**src/rtl/dino_game_sequencer_if.sv**
```systemverilog
// Control/status bundle between the game sequencer and the obstacle/draw datapath.
// The master side is the sequencer; the slave side is the datapath that consumes its strobes.
interface dino_game_sequencer_if;
    logic        start_btn;
    logic        collision;
    logic        obstacle_passed;
    logic        frame_start;
    logic [2:0]  phase;
    logic        run_en;
    logic        world_reset;
    logic        motion_tick;
    logic        anim_tick;
    logic [3:0]  speed;
    logic [11:0] score_bcd;
    logic [11:0] hi_score_bcd;
    logic        show_replay;

    modport master (
        input  start_btn, collision, obstacle_passed, frame_start,
        output phase, run_en, world_reset, motion_tick, anim_tick,
               speed, score_bcd, hi_score_bcd, show_replay
    );

    modport slave (
        output start_btn, collision, obstacle_passed, frame_start,
        input  phase, run_en, world_reset, motion_tick, anim_tick,
               speed, score_bcd, hi_score_bcd, show_replay
    );
endinterface

```
**src/rtl/dino_game_sequencer.sv**
```systemverilog
// Game-phase controller: run/hit/over/replay sequencing, motion and anim ticks, speed, BCD score and high score.
// All outputs registered; start button sees 3 cycles of sync/edge latency, other inputs act one cycle after sampling.
module dino_game_sequencer #(
    parameter int TICK_CYCLES    = 2_000_000,
    parameter int PASS_PER_LEVEL = 12,
    parameter int MAX_SPEED      = 8,
    parameter int HIT_FRAMES     = 30,
    parameter int ANIM_DIV       = 4
) (
    input  logic                   clk,
    input  logic                   reset,
    dino_game_sequencer_if.master  bus
);
    localparam int TW = $clog2(TICK_CYCLES);
    localparam int AW = $clog2(ANIM_DIV + 1);
    localparam int PW = $clog2(PASS_PER_LEVEL + 1);
    localparam int FW = $clog2(HIT_FRAMES + 1);

    localparam logic [TW-1:0] TICK_LAST  = TW'(TICK_CYCLES - 1);
    localparam logic [AW-1:0] ANIM_LAST  = AW'(ANIM_DIV - 1);
    localparam logic [PW-1:0] PASS_LAST  = PW'(PASS_PER_LEVEL - 1);
    localparam logic [FW-1:0] FRAME_LAST = FW'(HIT_FRAMES - 1);
    localparam logic [3:0]    SPEED_MAX  = 4'(MAX_SPEED);

    localparam logic [2:0] ST_IDLE    = 3'd0;
    localparam logic [2:0] ST_RESTART = 3'd1;
    localparam logic [2:0] ST_RUN     = 3'd2;
    localparam logic [2:0] ST_HIT     = 3'd3;
    localparam logic [2:0] ST_OVER    = 3'd4;

    logic          sync1_q, sync2_q, sync3_q;
    logic          start_rise;
    logic [2:0]    state_q, state_d;
    logic [TW-1:0] tick_cnt_q, tick_cnt_d;
    logic [AW-1:0] anim_cnt_q, anim_cnt_d;
    logic [PW-1:0] pass_cnt_q, pass_cnt_d;
    logic [FW-1:0] frame_cnt_q, frame_cnt_d;
    logic [3:0]    speed_q, speed_d;
    logic [11:0]   score_q, score_d;
    logic [11:0]   hi_score_q, hi_score_d;
    logic          run_en_q, run_en_d;
    logic          world_reset_q, world_reset_d;
    logic          motion_tick_q, motion_tick_d;
    logic          anim_tick_q, anim_tick_d;
    logic          show_replay_q, show_replay_d;

    function automatic logic [11:0] bcd_inc(input logic [11:0] v);
        logic [3:0] d0, d1, d2;
        d0 = v[3:0];
        d1 = v[7:4];
        d2 = v[11:8];
        if (d0 == 4'd9) begin
            d0 = 4'd0;
            if (d1 == 4'd9) begin
                d1 = 4'd0;
                d2 = (d2 == 4'd9) ? 4'd0 : d2 + 4'd1;
            end else begin
                d1 = d1 + 4'd1;
            end
        end else begin
            d0 = d0 + 4'd1;
        end
        return {d2, d1, d0};
    endfunction

    assign start_rise = sync2_q & ~sync3_q;

    always_comb begin
        state_d       = state_q;
        tick_cnt_d    = tick_cnt_q;
        anim_cnt_d    = anim_cnt_q;
        pass_cnt_d    = pass_cnt_q;
        frame_cnt_d   = frame_cnt_q;
        speed_d       = speed_q;
        score_d       = score_q;
        hi_score_d    = hi_score_q;
        world_reset_d = 1'b0;
        motion_tick_d = 1'b0;
        anim_tick_d   = 1'b0;

        case (state_q)
            ST_IDLE: begin
                if (start_rise) state_d = ST_RESTART;
            end
            ST_RESTART: state_d = ST_RUN;
            ST_RUN: begin
                // A collision freezes the world in the very cycle it is seen.
                if (bus.collision) begin
                    state_d     = ST_HIT;
                    frame_cnt_d = '0;
                end else begin
                    if (tick_cnt_q == TICK_LAST) begin
                        tick_cnt_d    = '0;
                        motion_tick_d = 1'b1;
                        score_d       = bcd_inc(score_q);
                        if (anim_cnt_q == ANIM_LAST) begin
                            anim_cnt_d  = '0;
                            anim_tick_d = 1'b1;
                        end else begin
                            anim_cnt_d = anim_cnt_q + AW'(1);
                        end
                    end else begin
                        tick_cnt_d = tick_cnt_q + TW'(1);
                    end
                    if (bus.obstacle_passed) begin
                        if (pass_cnt_q == PASS_LAST) begin
                            pass_cnt_d = '0;
                            if (speed_q < SPEED_MAX) speed_d = speed_q + 4'd1;
                        end else begin
                            pass_cnt_d = pass_cnt_q + PW'(1);
                        end
                    end
                end
            end
            ST_HIT: begin
                if (bus.frame_start) begin
                    if (frame_cnt_q == FRAME_LAST) begin
                        state_d = ST_OVER;
                        if (score_q > hi_score_q) hi_score_d = score_q;
                    end else begin
                        frame_cnt_d = frame_cnt_q + FW'(1);
                    end
                end
            end
            ST_OVER: begin
                if (start_rise) state_d = ST_RESTART;
            end
            default: state_d = ST_IDLE;
        endcase

        // Clearing on entry makes the restart cycle already show the fresh game.
        if (state_d == ST_RESTART) begin
            world_reset_d = 1'b1;
            score_d       = '0;
            speed_d       = 4'd1;
            pass_cnt_d    = '0;
            tick_cnt_d    = '0;
            anim_cnt_d    = '0;
        end

        run_en_d      = (state_d == ST_RUN);
        show_replay_d = (state_d == ST_OVER);
    end

    always_ff @(posedge clk or posedge reset) begin
        if (reset) begin
            sync1_q       <= 1'b0;
            sync2_q       <= 1'b0;
            sync3_q       <= 1'b0;
            state_q       <= ST_IDLE;
            tick_cnt_q    <= '0;
            anim_cnt_q    <= '0;
            pass_cnt_q    <= '0;
            frame_cnt_q   <= '0;
            speed_q       <= 4'd1;
            score_q       <= '0;
            hi_score_q    <= '0;
            run_en_q      <= 1'b0;
            world_reset_q <= 1'b0;
            motion_tick_q <= 1'b0;
            anim_tick_q   <= 1'b0;
            show_replay_q <= 1'b0;
        end else begin
            sync1_q       <= bus.start_btn;
            sync2_q       <= sync1_q;
            sync3_q       <= sync2_q;
            state_q       <= state_d;
            tick_cnt_q    <= tick_cnt_d;
            anim_cnt_q    <= anim_cnt_d;
            pass_cnt_q    <= pass_cnt_d;
            frame_cnt_q   <= frame_cnt_d;
            speed_q       <= speed_d;
            score_q       <= score_d;
            hi_score_q    <= hi_score_d;
            run_en_q      <= run_en_d;
            world_reset_q <= world_reset_d;
            motion_tick_q <= motion_tick_d;
            anim_tick_q   <= anim_tick_d;
            show_replay_q <= show_replay_d;
        end
    end

    assign bus.phase        = state_q;
    assign bus.run_en       = run_en_q;
    assign bus.world_reset  = world_reset_q;
    assign bus.motion_tick  = motion_tick_q;
    assign bus.anim_tick    = anim_tick_q;
    assign bus.speed        = speed_q;
    assign bus.score_bcd    = score_q;
    assign bus.hi_score_bcd = hi_score_q;
    assign bus.show_replay  = show_replay_q;
endmodule
```
**src/flat_wrapper.sv**
```systemverilog
// flat-port wrapper written by rule: the top's interface ports become plain ports
module dino_game_sequencer_flat 
#(
    parameter int TICK_CYCLES    = 2_000_000,
    parameter int PASS_PER_LEVEL = 12,
    parameter int MAX_SPEED      = 8,
    parameter int HIT_FRAMES     = 30,
    parameter int ANIM_DIV       = 4
)
  (clk, reset, bus_start_btn, bus_collision, bus_obstacle_passed, bus_frame_start, bus_phase, bus_run_en, bus_world_reset, bus_motion_tick, bus_anim_tick, bus_speed, bus_score_bcd, bus_hi_score_bcd, bus_show_replay);
  dino_game_sequencer_if bus_i ();
  input  logic clk;
  input  logic reset;
  input wire logic [$bits(bus_i.start_btn)-1:0] bus_start_btn;
  input wire logic [$bits(bus_i.collision)-1:0] bus_collision;
  input wire logic [$bits(bus_i.obstacle_passed)-1:0] bus_obstacle_passed;
  input wire logic [$bits(bus_i.frame_start)-1:0] bus_frame_start;
  output wire logic [$bits(bus_i.phase)-1:0] bus_phase;
  output wire logic [$bits(bus_i.run_en)-1:0] bus_run_en;
  output wire logic [$bits(bus_i.world_reset)-1:0] bus_world_reset;
  output wire logic [$bits(bus_i.motion_tick)-1:0] bus_motion_tick;
  output wire logic [$bits(bus_i.anim_tick)-1:0] bus_anim_tick;
  output wire logic [$bits(bus_i.speed)-1:0] bus_speed;
  output wire logic [$bits(bus_i.score_bcd)-1:0] bus_score_bcd;
  output wire logic [$bits(bus_i.hi_score_bcd)-1:0] bus_hi_score_bcd;
  output wire logic [$bits(bus_i.show_replay)-1:0] bus_show_replay;
  assign bus_i.start_btn = bus_start_btn;
  assign bus_i.collision = bus_collision;
  assign bus_i.obstacle_passed = bus_obstacle_passed;
  assign bus_i.frame_start = bus_frame_start;
  assign bus_phase = bus_i.phase;
  assign bus_run_en = bus_i.run_en;
  assign bus_world_reset = bus_i.world_reset;
  assign bus_motion_tick = bus_i.motion_tick;
  assign bus_anim_tick = bus_i.anim_tick;
  assign bus_speed = bus_i.speed;
  assign bus_score_bcd = bus_i.score_bcd;
  assign bus_hi_score_bcd = bus_i.hi_score_bcd;
  assign bus_show_replay = bus_i.show_replay;
  dino_game_sequencer #(.TICK_CYCLES(TICK_CYCLES), .PASS_PER_LEVEL(PASS_PER_LEVEL), .MAX_SPEED(MAX_SPEED), .HIT_FRAMES(HIT_FRAMES), .ANIM_DIV(ANIM_DIV)) u_core (.clk(clk), .reset(reset), .bus(bus_i));
endmodule
```
**config.mk**
```make
export PLATFORM = sky130hd
export DESIGN_NAME = dino_game_sequencer_flat
export DESIGN_NICKNAME = d
export VERILOG_FILES = /design/src/rtl/dino_game_sequencer_if.sv /design/src/rtl/dino_game_sequencer.sv /design/src/flat_wrapper.sv
export SDC_FILE = /design/constraint.sdc
export NUM_CORES = 1
export LEC_CHECK = 0
export BUFFER_PORTS_ARGS = -buffer_cell sky130_fd_sc_hd__buf_2
export CAP_MARGIN = 20
export CORE_MARGIN = 4
export CORE_UTILIZATION = 40
export DETAILED_ROUTE_END_ITERATION = 10
export GPL_ROUTABILITY_DRIVEN = 0
export SLEW_MARGIN = 20
export SYNTH_ARGS = -nofsm -noshare
export SYNTH_HDL_FRONTEND = slang
export SYNTH_SLANG_ARGS = --single-unit
```
**constraint.sdc**
```tcl
create_clock -name clk -period 3.7 [get_ports clk]
set_input_delay 1.11 -clock clk [delete_from_list [all_inputs] [get_ports clk]]
set_output_delay 1.11 -clock clk [all_outputs]
set_load 0.01 [all_outputs]
```
* Word-level counts from Yosys, hierarchy flattened *
Cells that the tools add are included.

operators by class
  mux-type cells = 47
  equality and inequality tests = 18
  order comparisons = 2
  bitwise operators = 2
  $add $sub $neg = 8
  reduce and logical (&&, ||, !) cells = 18

operators by type and width
  cell                   count
  $mux 21                4
  $mux 4                 17
  $mux 12                4
  $mux 3                 9
  $add 21x1->21 const B  1
  $eq 21x21->1 const B   1
  $add 4x1->4 const B    5
  $eq 4x4->1 const B     4
  $reduce_bool 2->1      8
  $mux 5                 3
  $eq 3x2->1 const B     4
  $gt 12x12->1           1
  $pmux 3 s4             1
  $reduce_and 4->1       3
  $pmux 5 s2             1
  $reduce_and 5->1       2
  $mux 1                 8
  $eq 3x1->1 const B     2
  $eq 3x3->1 const B     2
  $ne 2x2->1 const B     3
  $reduce_and 3->1       2
  $add 5x1->5 const B    1
  $eq 5x5->1 const B     1
  $lt 4x4->1 const B     1
  other kinds (7)        7

storage, ports and cells
  bits in registers = 72
  output and inout port bits = 36
  logic and storage cells = 113
  bits of input ports = 6

* Depth between registers and ports, before layout *
  depth after elaboration = 8
  mapped depth = 8
  gate-level depth less buffers = 7

* Worst setup path before layout *
OpenSTA, ideal clock, no wires.

  path kind = in2reg
  start point = input port bus_collision
  end point = register u_core.score_q[10], in the netlist u_core.bus.score_bcd[10]
  path slack = 876 ps
  library setup time = 78 ps
  cell stages on the path = 5
  buffers on the path = 0
  data required time = 3,622 ps
  data arrival time = 2,746 ps
  cell sequence = or4b_4 nor4_4 nand3_2 or4_1 a21oi_1

between the ends
  cells in the longest elaborated chain, start to end = 5
  elaborated cells between the ends (all ways) = 10
  those cells by class = eq/ne: 2; mux: 3; reduce/logical: 5

ends and longest elaborated chain
  what                                                              RTL line                    RTL
  from (decl)                                                       flat_wrapper.sv:15          input wire logic [$bits(bus_i.collision)-1:0] bus_collision;
  $mux 3                                                            dino_game_sequencer.sv:88   if (bus.collision) begin
  $pmux 3 s4                                                        dino_game_sequencer.sv:81   case (state_q)
  $eq 3x1->1                                                        dino_game_sequencer.sv:132  if (state_d == ST_RESTART) begin
  $ne 2x1->1 (no source line) or $reduce_bool 2->1 (tied branches)  n/a
  $reduce_and 5->1 (no source line)                                 n/a
  to (signal assigned)                                              dino_game_sequencer.sv:173  score_q <= score_d;
  to (decl)                                                         dino_game_sequencer.sv:39   logic [11:0] score_q, score_d;

Parallel ways exist; a longest one is shown, timed or not.
A chain may end at the register's enable or synchronous reset.

* Worst setup path after layout *
Same ends and word-level chain as after synthesis.

==> impl_metrics.json <==
{
  "status": "finished, final reports clean",
  "synth_area_um2": 3850,
  "final-setup-viol-count": 0,
  "cts_sinks": 72,
  "fin_crit_sh_pct": 73.7,
  "wl_per_cell_um": 14.0,
  "drive_above_1_share_pct": 19.1,
  "area_growth_pct": 15.9,
  "finalCriticalPeriod_ps": 2730,
  "hold_viol_final": 0,
  "io_buffers": 41,
  "std_cell_rows": 35,
  "yosysTopAreaCellShare_pct": 46.1,
  "critical_path_class": "input port to register",
  "synth.largest_area_cell": "dfrtp_1",
  "grt_pass1_vias": 2982,
  "via_per_inst": 5.15,
  "synthCells": 387,
  "synthesis.nets": 417,
  "power.density_nw_per_um2": 419,
  "routed_wl_um": 7980,
  "yosys-top-cells-area": "dfrtp_1 (46%), ha_1 (7.8%), nor2_1 (3.8%)",
  "synth_seq_cells": 72,
  "track_usage_pct": 15.7,
  "peakVddDrop_mv": 0.180,
  "hold_path_class": "register to register",
  "cts_root_buf": "clkbuf_8",
  "detail_route.iter0.violations": 142,
  "cts_max_level": 3,
  "numCtsBuffers": 9,
  "firstDrtPassIters": 4,
  "dieArea_um2": 11300,
  "num_antenna_cells": 0,
  "finalMaxSlewViolations": 0,
  "die_y_um": 106,
  "postCtsHoldBufs": 0,
  "fin_tns_setup_ps": 0,
  "cts_setup_buffers": 0,
  "worstMarginPinSlew_ps": 653,
  "vias": 2929,
  "dp_hpwl_um": 5700,
  "drcViolationCount": 0,
  "grt_setup_unrepaired": "no",
  "cap_violations": 0,
  "multiInputGateArea_um2": 1910,
  "clk_path_buf_depth": 2,
  "ys_types": 50,
  "final_core_util_pct": 47.9,
  "grt_max_degree": 48,
  "ant_nets": 0,
  "yosys_warnings": 0,
  "num_io_pins": 42,
  "synth-seq-area-share_pct": 46.8,
  "core_um2": 9330,
  "synth_area_per_cell_um2": 9.96,
  "start_kind": "input port",
  "antenna_found_initial": 0,
  "grt-ovfl-total": 0,
  "clock_latency_ps": 350,
  "clk_pin_slew_worst_paths_ps": 80,
  "relSlewSlack_pct": 56.2,
  "crit_path_end_kind": "register",
  "fmax_ghz": 0.367,
  "cts_resized": 0,
  "required_ps": 3980,
  "cts_tree": "done",
  "nNetsFinal": 465,
  "chipWidth_um": 106,
  "skew_ps": 10.4,
  "seq_area_um2": 1800,
  "initial_core_util_pct": 41.3,
  "power_leakage_nw": 2.08,
  "arrival_ps": 3010,
  "grt_pass1_wl_um": 14400,
  "crit_fanout": 9,
  "fillCellCount": 897
}
-- where the power goes --
group          internal, mW  leakage, nW  switching [mW]  total [mW]
sequential            0.848        0.940          0.0705       0.919
clock                 0.449        0.110           0.306       0.754
combinational        0.0895         1.03           0.107       0.197
total                  1.39         2.08           0.484        1.87
-- area by class of cell --
type,instances,share of cell area (%)
multi-input combinational,280,42.7
inverter,25,2.10
timing repair buffer,47,5.88
sequential,72,40.4
tap,129,3.61
clock inverter,5,2.35
clock buffer,11,2.94
-- sequential cells by signal (all words and copies together), names as in the netlist --
signal and count:
u_core.pass_cnt_q 4, u_core.sync1_q 1, u_core.tick_cnt_q 21, u_core.bus.anim_tick 1, u_core.bus.motion_tick 1, u_core.bus.hi_score_bcd 12, u_core.sync3_q 1, u_core.bus.run_en 1
u_core.bus.speed 4, u_core.anim_cnt_q 3, u_core.frame_cnt_q 5, u_core.bus.show_replay 1, u_core.bus.world_reset 1, u_core.bus.score_bcd 12, u_core.sync2_q 1, u_core.bus.phase 3
-- routing by layer --
metal	routed length, um	global-route usage, %	up-vias
li1	-	-	1482
met1	3840	20.6	1401
met2	3750	24.9	35
met3	253	3.64	11
met4	145	6.75	0
met5	0	0	-
-- cell families after synthesis --
kind of cell             synth area share [%]
AND/OR/NAND/NOR                          23.1
flip-flops                               46.8
AO/OA/AOI/OAI                            8.86
buffers and inverters                    3.70
adder cells (fa/ha/maj)                  7.79
XOR/XNOR                                 4.55
multiplexers                             5.23
-- Yosys cell counts (all sizes together) --
master  number
clkbuf       7
a21bo        1
buf          3
or4bb        1
o22ai        2
mux2         9
ha          24
dfstp        1
dfrtp       71
and4         2
xnor2       16
or3          6
nand2b       4
inv         24
or2          2
a41oi        1
nor4b        3
o211ai       2
o21ai       14
and2         2
or4          1
a31oi        2
clkinv       1
mux2i       10
or4b         2
xor2         4
a21oi       23
or3b         1
nor2b        5
a211oi       2
a31o         3
a32o         1
nand3       16
o41ai        1
nand4       14
nor3b        5
o21a         3
nand2       25
nor2        39
nor3        15
and3         5
nand3b       2
o31ai        2
nor4        10
-- path summary, 6_finish.rpt --
| kind | to | cells past startpoint | slack (ps) | start |
|---|---|---|---|---|
| max in group asynchronous | u_core.bus.speed[0] | 3 | 2180 | reset |
| min | u_core.sync2_q | 0 | 350 | u_core.sync1_q |
| max | u_core.bus.score_bcd[10] | 6 | 970 | bus_collision |
| min reg2reg | u_core.sync2_q | 0 | 350 | u_core.sync1_q |
| min in group asynchronous | u_core.bus.motion_tick | 2 | 810 | reset |
| max reg2reg | u_core.bus.hi_score_bcd[2] | 6 | 1160 | u_core.bus.phase[2] |
-- critical path, stage by stage --
cell and delay [ps]:
buf_2 130, or4b_4 530, nor4_4 360, nand3_2 190, or4_1 540, a21oi_1 150
-- stage by stage --
| stage | setup WS [ps] | area [um^2] | instances | power (mW) | hold WS, ps |
|---|---|---|---|---|---|
| final | 975 | 4470 | 569 | 1.87 | 354 |
| after floorplan | 767 | 3850 | 387 | 1.08 | 331 |
| after detailed placement | 611 | 4230 | 553 | 1.13 | 339 |
| after CTS | 996 | 4470 | 569 | 1.90 | 358 |
| after global placement | 634 | 4230 | 553 | 1.13 | 338 |
| after global routing | 940 | 4470 | 569 | 1.97 | 361 |
-- placed cells by master (no fill, tap or decap), types with 4 or more instances in the layout --
| master | count |
|---|---|
| nand2b_1 | 4 |
| nand2_1 | 25 |
| nor4_1 | 8 |
| or3_1 | 6 |
| nor3_1 | 15 |
| nor2_1 | 39 |
| mux2i_1 | 10 |
| dfrtp_1 | 71 |
| nand3_1 | 14 |
| nor2b_1 | 5 |
| o21ai_0 | 14 |
| ha_1 | 24 |
| clkbuf_8 | 9 |
| a21oi_1 | 23 |
| buf_4 | 5 |
| and3_1 | 5 |
| mux2_2 | 9 |
| nand4_1 | 14 |
| xor2_1 | 4 |
| buf_2 | 41 |
| nor3b_1 | 5 |
| inv_1 | 23 |
| xnor2_1 | 16 |
Note: power is estimated with default switching activity, not from simulation.
